**config.mk**
```make
export PLATFORM = sky130hd
export DESIGN_NAME = instr_fetch_queue
export DESIGN_NICKNAME = d
export VERILOG_FILES = /design/src/rtl/instr_fetch_queue.sv
export SDC_FILE = /design/constraint.sdc
export NUM_CORES = 1
export LEC_CHECK = 0
export CORE_MARGIN = 4
export CORE_UTILIZATION = 63
export DETAILED_ROUTE_END_ITERATION = 7
export PLACE_DENSITY = 0.87
export SLEW_MARGIN = 20
export SYNTH_ARGS = -nofsm -noshare
export SYNTH_HDL_FRONTEND = slang
export SYNTH_SLANG_ARGS = --single-unit
```
**constraint.sdc**
```tcl
create_clock -name clk -period 15.7 [get_ports clk]
set_input_delay 2.355 -clock clk [delete_from_list [all_inputs] [get_ports clk]]
set_output_delay 2.355 -clock clk [all_outputs]
set_load 0.1 [all_outputs]
```
**src/rtl/instr_fetch_queue.sv**
```systemverilog
// rtl/instr_fetch_queue.sv - instruction fetch FSM, decoder and circular queue feeding the ROB
// Optional FETCH_BTFN_PRED_EN: backward-taken / forward-not-taken branch prediction.
package instr_fetch_queue_pkg;
    localparam int unsigned IFQ_WIDTH = 32;

    localparam logic [6:0] op_lui   = 7'b0110111;
    localparam logic [6:0] op_auipc = 7'b0010111;
    localparam logic [6:0] op_jal   = 7'b1101111;
    localparam logic [6:0] op_jalr  = 7'b1100111;
    localparam logic [6:0] op_br    = 7'b1100011;
    localparam logic [6:0] op_load  = 7'b0000011;
    localparam logic [6:0] op_store = 7'b0100011;
    localparam logic [6:0] op_imm   = 7'b0010011;
    localparam logic [6:0] op_reg   = 7'b0110011;

    typedef struct packed {
        logic [IFQ_WIDTH-1:0] pc;
        logic [6:0]           opcode;
        logic [2:0]           funct3;
        logic [6:0]           funct7;
        logic [4:0]           rd;
        logic [4:0]           rs1;
        logic [4:0]           rs2;
        logic [IFQ_WIDTH-1:0] imm;
        logic                 is_br_instr;
        logic [IFQ_WIDTH-1:0] branch_pc;
        logic                 br_pred;
    } pci_t;

    function automatic pci_t pci_reset();
        pci_t p;
        p        = '0;
        p.opcode = op_imm;
        return p;
    endfunction

    function automatic pci_t decode(input logic [IFQ_WIDTH-1:0] word,
                                    input logic [IFQ_WIDTH-1:0] pc);
        pci_t                 p;
        logic [IFQ_WIDTH-1:0] imm_i;
        logic [IFQ_WIDTH-1:0] imm_s;
        logic [IFQ_WIDTH-1:0] imm_b;
        logic [IFQ_WIDTH-1:0] imm_u;
        logic [IFQ_WIDTH-1:0] imm_j;
        p        = '0;
        p.pc     = pc;
        p.opcode = word[6:0];
        p.funct3 = word[14:12];
        p.funct7 = word[31:25];
        p.rd     = word[11:7];
        p.rs1    = word[19:15];
        p.rs2    = word[24:20];
        imm_i = {{20{word[31]}}, word[31:20]};
        imm_s = {{20{word[31]}}, word[31:25], word[11:7]};
        imm_b = {{20{word[31]}}, word[7], word[30:25], word[11:8], 1'b0};
        imm_u = {word[31:12], 12'b0};
        imm_j = {{12{word[31]}}, word[19:12], word[20], word[30:21], 1'b0};
        case (p.opcode)
            op_imm, op_load, op_jalr: p.imm = imm_i;
            op_store:                 p.imm = imm_s;
            op_br:                    p.imm = imm_b;
            op_lui, op_auipc:         p.imm = imm_u;
            op_jal:                   p.imm = imm_j;
            default:                  p.imm = '0;
        endcase
        p.is_br_instr = (p.opcode == op_br);
        if (p.opcode == op_br || p.opcode == op_jal) begin
            p.branch_pc = pc + p.imm;
        end
`ifdef FETCH_BTFN_PRED_EN
        p.br_pred = p.is_br_instr && p.imm[IFQ_WIDTH-1];
`else
        p.br_pred = 1'b0;
`endif
        return p;
    endfunction
endpackage

module instr_fetch_queue
    import instr_fetch_queue_pkg::*;
#(
    parameter int unsigned          width    = IFQ_WIDTH,
    parameter int unsigned          depth    = 8,
    parameter logic [IFQ_WIDTH-1:0] pc_reset = 32'h00000060
) (
    input  logic             clk,
    input  logic             rst,
    output logic [width-1:0] instr_mem_address,
    output logic             instr_mem_read,
    input  logic [width-1:0] instr_mem_rdata,
    input  logic             instr_mem_resp,
    input  logic             dequeue,
    input  logic             flush_valid,
    input  logic [width-1:0] flush_pc,
    output pci_t             pci,
    output logic             empty
);
    localparam int unsigned PTR_W = $clog2(depth);
    localparam int unsigned CNT_W = PTR_W + 1;

    typedef enum logic [1:0] {
        S_FETCH,
        S_FULL,
        S_DRAIN
    } state_t;

    state_t             state_q, state_d;
    logic [width-1:0]   fetch_pc_q, fetch_pc_d;
    logic [width-1:0]   drain_addr_q, drain_addr_d;
    logic [CNT_W-1:0]   count_q, count_d;
    logic [PTR_W-1:0]   head_q, head_d;
    logic [PTR_W-1:0]   tail_q, tail_d;
    logic               started_q;
    logic [width-1:0]   mem_word_q [depth];
    logic [width-1:0]   mem_pc_q   [depth];

    pci_t               resp_pci;
    logic [width-1:0]   next_pc;
    logic               accept;
    logic               bypass;
    logic               bypass_take;
    logic               do_enq;
    logic               do_deq;

    // started_q keeps the read request low until the first edge after reset release
    assign instr_mem_read    = started_q && (state_q != S_FULL);
    assign instr_mem_address = (state_q == S_DRAIN) ? drain_addr_q : fetch_pc_q;
    assign empty             = (count_q == '0);

    assign resp_pci    = decode(instr_mem_rdata, fetch_pc_q);
    assign accept      = (state_q == S_FETCH) && started_q && instr_mem_resp;
    assign bypass      = empty && accept && !flush_valid;
    assign bypass_take = bypass && dequeue;
    assign do_enq      = accept && !flush_valid && !bypass_take;
    assign do_deq      = dequeue && !flush_valid && !empty;

    always_comb begin
        next_pc = resp_pci.pc + width'(4);
        if (resp_pci.opcode == op_jal || (resp_pci.is_br_instr && resp_pci.br_pred)) begin
            next_pc = resp_pci.branch_pc;
        end
    end

    always_comb begin
        count_d = count_q;
        head_d  = head_q;
        tail_d  = tail_q;
        if (flush_valid) begin
            count_d = '0;
            head_d  = '0;
            tail_d  = '0;
        end else begin
            if (do_enq) begin
                tail_d = tail_q + PTR_W'(1);
            end
            if (do_deq) begin
                head_d = head_q + PTR_W'(1);
            end
            case ({do_enq, do_deq})
                2'b10:   count_d = count_q + CNT_W'(1);
                2'b01:   count_d = count_q - CNT_W'(1);
                default: count_d = count_q;
            endcase
        end
    end

    always_comb begin
        state_d      = state_q;
        fetch_pc_d   = fetch_pc_q;
        drain_addr_d = drain_addr_q;
        if (flush_valid) begin
            fetch_pc_d = flush_pc;
            case (state_q)
                S_FETCH: begin
                    if (instr_mem_read && !instr_mem_resp) begin
                        state_d      = S_DRAIN;
                        drain_addr_d = fetch_pc_q;
                    end else begin
                        state_d = S_FETCH;
                    end
                end
                S_DRAIN: state_d = instr_mem_resp ? S_FETCH : S_DRAIN;
                default: state_d = S_FETCH;
            endcase
        end else begin
            case (state_q)
                S_FETCH: begin
                    if (accept) begin
                        fetch_pc_d = next_pc;
                        state_d    = (count_d == CNT_W'(depth)) ? S_FULL : S_FETCH;
                    end
                end
                S_FULL: begin
                    if (count_d < CNT_W'(depth)) begin
                        state_d = S_FETCH;
                    end
                end
                S_DRAIN: begin
                    if (instr_mem_resp) begin
                        state_d = S_FETCH;
                    end
                end
                default: state_d = S_FETCH;
            endcase
        end
    end

    always_ff @(posedge clk or negedge rst) begin
        if (!rst) begin
            state_q      <= S_FETCH;
            fetch_pc_q   <= width'(pc_reset);
            drain_addr_q <= width'(pc_reset);
            count_q      <= '0;
            head_q       <= '0;
            tail_q       <= '0;
            started_q    <= 1'b0;
        end else begin
            state_q      <= state_d;
            fetch_pc_q   <= fetch_pc_d;
            drain_addr_q <= drain_addr_d;
            count_q      <= count_d;
            head_q       <= head_d;
            tail_q       <= tail_d;
            started_q    <= 1'b1;
        end
    end

    // raw words are stored and decoded at the head, so the queue holds pc+word only
    always_ff @(posedge clk) begin
        if (do_enq) begin
            mem_word_q[tail_q] <= instr_mem_rdata;
            mem_pc_q[tail_q]   <= fetch_pc_q;
        end
    end

    always_comb begin
        pci = pci_reset();
        if (!empty) begin
            pci = decode(mem_word_q[head_q], mem_pc_q[head_q]);
        end else if (bypass) begin
            pci = resp_pci;
        end
    end
endmodule

```
==> impl_metrics.csv, run 1 <==
group,metric,value,unit
synthesis,syn-instance-count,2117,
drt,wl_per_cell,32.05,um
worst_hold_path,hold_depth,2,
timing,fin_tns_setup,0,ns
die,die_w,222.8,um
power_and_ir_drop,report.power.total,0.003845,W
flow_run,cap_viol_max_count,0,
global_route,overflow,0,
placed_design,port_bufs,231,
finish,design_area,33960,um^2
worst_setup_path,cp.buffers_inverters,2,
cts,holdBufCountCts,0,
cts,cts_buffers,56,
synthesis,async_flop_share,13.07,%
global_route,grt_pass1_wl,138.8,mm
finish,layout.cells.most_common_list,"edfxtp_1, clkdlybuf4s50_1, nand2_1",
worst_setup_path,rrSetupSlack,11.04,ns
synthesis,total_of_warnings_raised_by_yosys,0,
status,run_status,"complete, no violations",
power_and_ir_drop,power.density,113.2,nW/um^2
worst_setup_path,critical_path_class,"in2out",
worst_setup_path,crit_path_cell_trace,"clkdlybuf4s50_1, nand3b_1, nor3_1, or2_2, and2_1, a21o_1, ha_1, a21oi_1, o21ai_0, or3_1, or3_1, a41oi_1, o21ai_0, xnor2_1, o22ai_1, clkdlybuf4s50_1",
worst_setup_path,worst_ep_required_time,13.35,ns
cts,clkTransAtPathRegs,0.06,ns
worst_setup_path,cp.depth,16,
finish,final_common_cell,"edfxtp_1",
cts,cts_sinks,589,
worst_setup_path,type_of_origin_of_the_critical_path,"primary input",
drt,drt_pass1_iterations,6,
cts,clk_path_buf_depth,3,
cts,cts_repair_resize_count,0,
synthesis,postSynth.topFlopCell,"edfxtp_1",
finish,post_route_cells_drive_above_1_share,15.95,%
timing,grt_setup_unrepaired,"false",
cts,clock_tree.htree_level_count,2,
cts,tritoncts_clock_tree,"done",
die,die_area,49620,um^2
worst_setup_path,critical_path.endpoint_type,"output port",
placed_design,detailed_place_hpwl,62.39,mm
drt,finalWirelength,95.29,mm
synthesis,synthesis.area,29060,um^2
finish,syn2layout_area_growth,16.88,%
timing,final.period_utilization,71.48,%
finish,multi_input_comb_area,11150,um^2
worst_setup_path,cp_max_fo,12,
timing,fin_worst_skew,0.01778,ns
timing,hold_slack,0.4988,ns
worst_setup_path,worst_path_largest_cell_delay,1.20,ns
power_and_ir_drop,ir_drop,114.9,uV
die,core_area,45480,um^2
placed_design,post_detailed_placement_cell_area,32000,um^2
finish,design.final.nets,2463,
synthesis,syn_area_per_cell,13.72,um^2
drt,vias_per_cell,7.195,
die,core.rowCount,78,
placed_design,globalplace.congestion,1.035,
global_route,groute.usage.overall,37.66,%
timing,timing.final.max_slew_violations,0,
drt,detail-route-antenna-nets,0,
synthesis,synth.distinct_cells,80,
synthesis,synth_top_area_share,52.92,%
worst_setup_path,crit-reg2reg-launch,"count_q[0]$_DFF_PN0_",
timing,period_minus_slack,11.22,ns
worst_setup_path,critical-path-top-delay-family,"simple AND/OR/NAND/NOR gates",
drt,route.vias.total,21392,
synthesis,synth_edf_count,512,
finish,regArea,17320,um^2
synthesis,syn_nets,2257,
synthesis,yosys-top-cells-area,"edfxtp_1, mux4_2, dfrtp_1",
worst_setup_path,slowest_stage,"clkdlybuf4s50_1",
cts,post_cts.repair.setup_buffers,0,
global_route,grt_max_degree,72,
die,ioPinCount,233,
global_route,first_global_vias,21084,
timing,finalSetupViolCount,0,
synthesis,synth-seq-area-share,59.56,%
synthesis,synth_top_cell_by_area,"edfxtp_1",
global_route,antenna_found_initial,5,
synthesis,number_of_register_bits_inferred_by_synthesis,589,
drt,drt_iter0_markers,3931,
timing,max_freq,89.10,MHz
worst_hold_path,timing.hold.worst.start,"drain_addr_q[6]$_DFFE_PN1P_",
cts,insertion_delay,0.62,ns
worst_hold_path,hold_crit_endpoint,"drain_addr_q[6]$_DFFE_PN1P_",
timing,hold_viol,0,
worst_setup_path,cp.arrival,8.87,ns
finish,fillers,2746,
cts,clk_root_buf,"clkbuf_16",
timing,relSlewSlack,16.27,%
die,fp.dieH,222.8,um
worst_setup_path,ff2ff_path_depth,7,
timing,tightest_slew,1.250,ns
power_and_ir_drop,cellLeakagePower,11.78,nW
worst_hold_path,hold_path_class,"reg2reg",
drt,drc,0,
die,effective_utilization_at_floorplan,63.89,%
worst_setup_path,reg2reg_to,"mem_pc_q[5][25]$_DFFE_PP_",
[worst max path at each step]
stage | startpoint | to | slack [ns]
floorplan | instr_mem_rdata[3] | pci[29] | 5.97
global placement | instr_mem_rdata[1] | pci[29] | 4.77
detailed placement | instr_mem_rdata[1] | pci[29] | 4.59
CTS | instr_mem_rdata[1] | pci[29] | 4.56
global route | instr_mem_rdata[1] | pci[29] | 4.11
finish | instr_mem_rdata[1] | pci[29] | 4.48
[power breakdown]
part / internal [W] / switching, W
clock: 0.000845 / 0.000594
combinational: 0.000170 / 0.000438
sequential: 0.00175 / 0.0000480
total: 0.00276 / 0.00108
[state kept, by name, summed over array words and instances, names as in the netlist]
register / flops
state_q: 2
drain_addr_q: 32
mem_pc_q: 256
count_q: 4
fetch_pc_q: 32
tail_q: 3
head_q: 3
started_q: 1
mem_word_q: 256
[area by class of cell]
class / count / share of cell area (%)
clock buffer: 72 / 4.455
multi-input combinational: 1361 / 32.84
antenna: 3 / 0.02211
tap: 600 / 2.211
inverter: 39 / 0.4311
sequential: 589 / 51.00
timing repair buffer: 276 / 7.782
clock inverter: 33 / 1.264
[kinds of logic (layout without fill, tap and decap cells)]
family | after synthesis | after routing | share of synthesized area [%]
simple gates | 427 | 427 | 6.782
flops | 589 | 589 | 59.56
fa+ha+maj | 71 | 71 | 3.135
mux | 254 | 254 | 14.61
xor+xnor | 63 | 63 | 1.899
buf+inv | 167 | 420 | 2.308
other cells | 2 | 5 | 0.02585
compound gates | 544 | 544 | 11.67
[synth_stat cells (all sizes together), types with 6 or more instances]
| library cell | instances |
|---|---|
| nor2 | 83 |
| nand2 | 190 |
| o22ai | 36 |
| o31ai | 11 |
| and2 | 13 |
| a31oi | 9 |
| a211oi | 8 |
| dfrtp | 73 |
| mux2 | 93 |
| mux4 | 124 |
| and3 | 20 |
| a21o | 51 |
| nor3b | 6 |
| buf | 37 |
| nor2b | 11 |
| ha | 68 |
| nand3 | 26 |
| nand4 | 14 |
| clkbuf | 91 |
| edfxtp | 512 |
| a22o | 31 |
| o21bai | 11 |
| or3 | 11 |
| o21a | 8 |
| inv | 39 |
| a21oi | 171 |
| nand2b | 15 |
| a221oi | 9 |
| mux2i | 37 |
| o21ai | 142 |
| xor2 | 24 |
| xnor2 | 39 |
| nor3 | 20 |
[worst register-to-register path, cell delays in order (launching register included)]
cell and delay [ns]:
dfrtp_1 0.42, or4_4 0.67, inv_1 0.18, buf_4 0.37, a21oi_1 0.61, nand2_1 0.35
nor3b_4 0.69, buf_4 0.92
[routing by layer]
layer | vias up | routed length, um | GRT usage, %
met5 | - | 67 | 0
met2 | 1806 | 43840 | 58.80
met4 | 8 | 3996 | 13.38
li1 | 8676 | - | -
met1 | 10564 | 34730 | 52.06
met3 | 338 | 12660 | 10.09
[stage by stage]
step | utilization (%) | instances | worst slack (ns)
final | 74.67 | 2973 | 4.477
after floorplan | - | 2117 | 5.967
after global placement | 70.37 | 2865 | 4.765
after detailed placement | 70.37 | 2865 | 4.590
after CTS | 74.64 | 2970 | 4.556
after global routing | 74.66 | 2971 | 4.115
No activity file was read; power rests on OpenSTA's default activity.
==> inputs of run 2 (changes only) <==
Settings changed: CORE_UTILIZATION 63 to 59, PLACE_DENSITY 0.87 to 0.83.
Clock period 15.7 ns to 10.4 ns, I/O delays scaled along.
==> impl_metrics.csv, run 2 (synthesis gave the netlist of run 1 again) <==
group,metric,value,unit
finish,final_core_util,69.60,%
die,core.rowCount,81,
finish,post_route_cells_drive_above_1_share,16.54,%
finish,regArea,17320,um^2
timing,postLayoutSetupSlackWorst,0.9227,ns
worst_setup_path,worst_path_largest_cell_delay,1.20,ns
drt,detail-route-antenna-nets,0,
placed_design,post_detailed_placement_cell_area,32110,um^2
die,core_area,48850,um^2
timing,fin_tns_setup,0,ns
timing,period_minus_slack,9.477,ns
worst_setup_path,type_of_origin_of_the_critical_path,"flip-flop",
finish,layout_top_registers,"mem_pc_q: 256 flops, mem_word_q: 256 flops",
cts,clock_tree.htree_level_count,2,
placed_design,globalplace.congestion,1.041,
worst_setup_path,worst_path_most_repeated_cell,"nand4_1",
worst_setup_path,critical_path.endpoint_type,"output port",
power_and_ir_drop,cellLeakagePower,11.80,nW
drt,drt_iter0_markers,3098,
worst_setup_path,slowest_stage,"clkdlybuf4s50_1",
die,fp.dieH,229.9,um
power_and_ir_drop,report.power.total,0.005673,W
cts,insertion_delay,0.63,ns
cts,cts_repair_resize_count,0,
finish,final_common_cell,"edfxtp_1",
global_route,first_global_vias,20461,
worst_setup_path,cp_max_fo,48,
finish,design.final.nets,2471,
timing,hold_viol,0,
worst_hold_path,hold_path_class,"reg2reg",
cts,post_cts.repair.setup_buffers,0,
placed_design,pre_cts_ws,1.366,ns
timing,relSlewSlack,15.53,%
placed_design,port_bufs,231,
global_route,antenna_found_initial,6,
cts,tritoncts_clock_tree,"done",
drt,drc,0,
finish,design_area,34000,um^2
finish,syn2layout_area_growth,17.02,%
global_route,grt_pass1_wl,135.9,mm
timing,finalSetupViolCount,0,
cts,clk_path_buf_depth,3,
finish,layout.cells.most_common_list,"edfxtp_1, clkdlybuf4s50_1, nand2_1",
global_route,grt_max_degree,67,
worst_setup_path,critical-path-top-delay-family,"compound AO/OA/AOI/OAI gates",
timing,fin_worst_skew,0.02331,ns
flow_run,cap_viol_max_count,0,
worst_setup_path,worst_ep_required_time,8.84,ns
cts,clkTransAtPathRegs,0.06,ns
worst_setup_path,cp.arrival,7.92,ns
timing,tightest_slew,1.267,ns
finish,fillers,3235,
cts,clk_root_buf,"clkbuf_16",
timing,final.period_utilization,91.13,%
die,effective_utilization_at_floorplan,59.48,%
drt,wl_per_cell,30.31,um
power_and_ir_drop,power.density,166.8,nW/um^2
placed_design,detailed_place_hpwl,62.87,mm
global_route,groute.usage.overall,34.53,%
die,ioPinCount,233,
worst_setup_path,critical_path_class,"reg2out",
drt,finalWirelength,92.22,mm
die,die_w,229.9,um
power_and_ir_drop,ir_drop,155.5,uV
cts,cts_sinks,589,
drt,route.vias.total,20943,
worst_setup_path,cp.buffers_inverters,2,
drt,vias_per_cell,6.882,
cts,cts_buffers,58,
die,die_area,52860,um^2
timing,grt_setup_unrepaired,"false",
global_route,overflow,0,
drt,drt_pass1_iterations,6,
status,run_status,"complete, no violations",
cts,holdBufCountCts,0,
finish,multi_input_comb_area,11150,um^2
worst_setup_path,crit_path_cell_trace,"mux4_1, mux2i_4, nand2_2, or3_1, o32ai_1, ha_1, inv_1, fa_1, nor2b_1, o2111ai_1, nand4_1, nand4_1, a21oi_1, nor3_1, o21bai_1, xnor2_1, o22ai_1, clkdlybuf4s50_1",
timing,max_freq,105.5,MHz
timing,timing.final.max_slew_violations,0,
-- run 2: cell types whose count changed in the layout (fill, tap and decap cells not counted), sizes merged, moves of 3 or more --
cell and change:
buf +13, bufinv -6, clkbuf -5, clkdlybuf4s50 -7
clkinv +7, inv +3
-- run 2: layout make-up --
class | count | area share [%]
inverters | 39 | 0.4306
clock inverters | 38 | 0.8906
clock buffers | 67 | 4.582
diodes | 3 | 0.02208
repair buffers | 282 | 7.890
multi-input cells | 1361 | 32.81
flip-flops and latches | 589 | 50.93
well taps | 664 | 2.444
-- run 2: layer usage --
layer | global-route usage (%) | vias to the layer above | share of wire, %
met5 | 0 | - | 0.014
met4 | 10.15 | 2 | 3.3
met3 | 7.074 | 237 | 12
met2 | 55.53 | 1608 | 48
met1 | 48.56 | 10388 | 37
li1 | - | 8708 | -
-- run 2: path summary, 6_finish.rpt --
path                       slack, ns  depth (start not counted)                         start                           end
setup / recovery                0.92                         18         head_q[1]$_DFFE_PN0P_                       pci[25]
hold reg to reg                 0.50                          1  drain_addr_q[13]$_DFFE_PN0P_  drain_addr_q[13]$_DFFE_PN0P_
max in group asynchronous       8.35                          2                           rst         head_q[2]$_DFFE_PN0P_
setup reg to reg                5.80                         10        state_q[0]$_DFFE_PN0P_     mem_pc_q[6][12]$_DFFE_PP_
hold / removal                  0.50                          1  drain_addr_q[13]$_DFFE_PN0P_  drain_addr_q[13]$_DFFE_PN0P_
min in group asynchronous       0.92                          1                           rst  drain_addr_q[26]$_DFFE_PN0P_
-- run 2: per-stage QoR --
| step | std cells | hold slack, ns |
|---|---|---|
| finish | 3043 | 0.4996 |
| global route | 3040 | 0.5132 |
| CTS | 3039 | 0.4996 |
| detailed placement | 2934 | 0.4847 |
| global placement | 2933 | 0.4643 |
| floorplan | 2117 | 0.4497 |
-- run 2: worst reg2reg max path: stages (launching register included) --
cell	delay, ns
dfrtp_1	0.45
nor2_1	0.21
and3_1	0.20
buf_4	0.29
nand2b_2	0.47
buf_4	0.40
a21oi_1	0.18
buf_4	0.20
nand2b_1	0.21
nor2_4	0.85
buf_4	0.69
-- run 2: power breakdown --
group          internal [W]  switching, W
Clock               0.00117      0.000895
Sequential          0.00264     0.0000781
Combinational      0.000255      0.000634
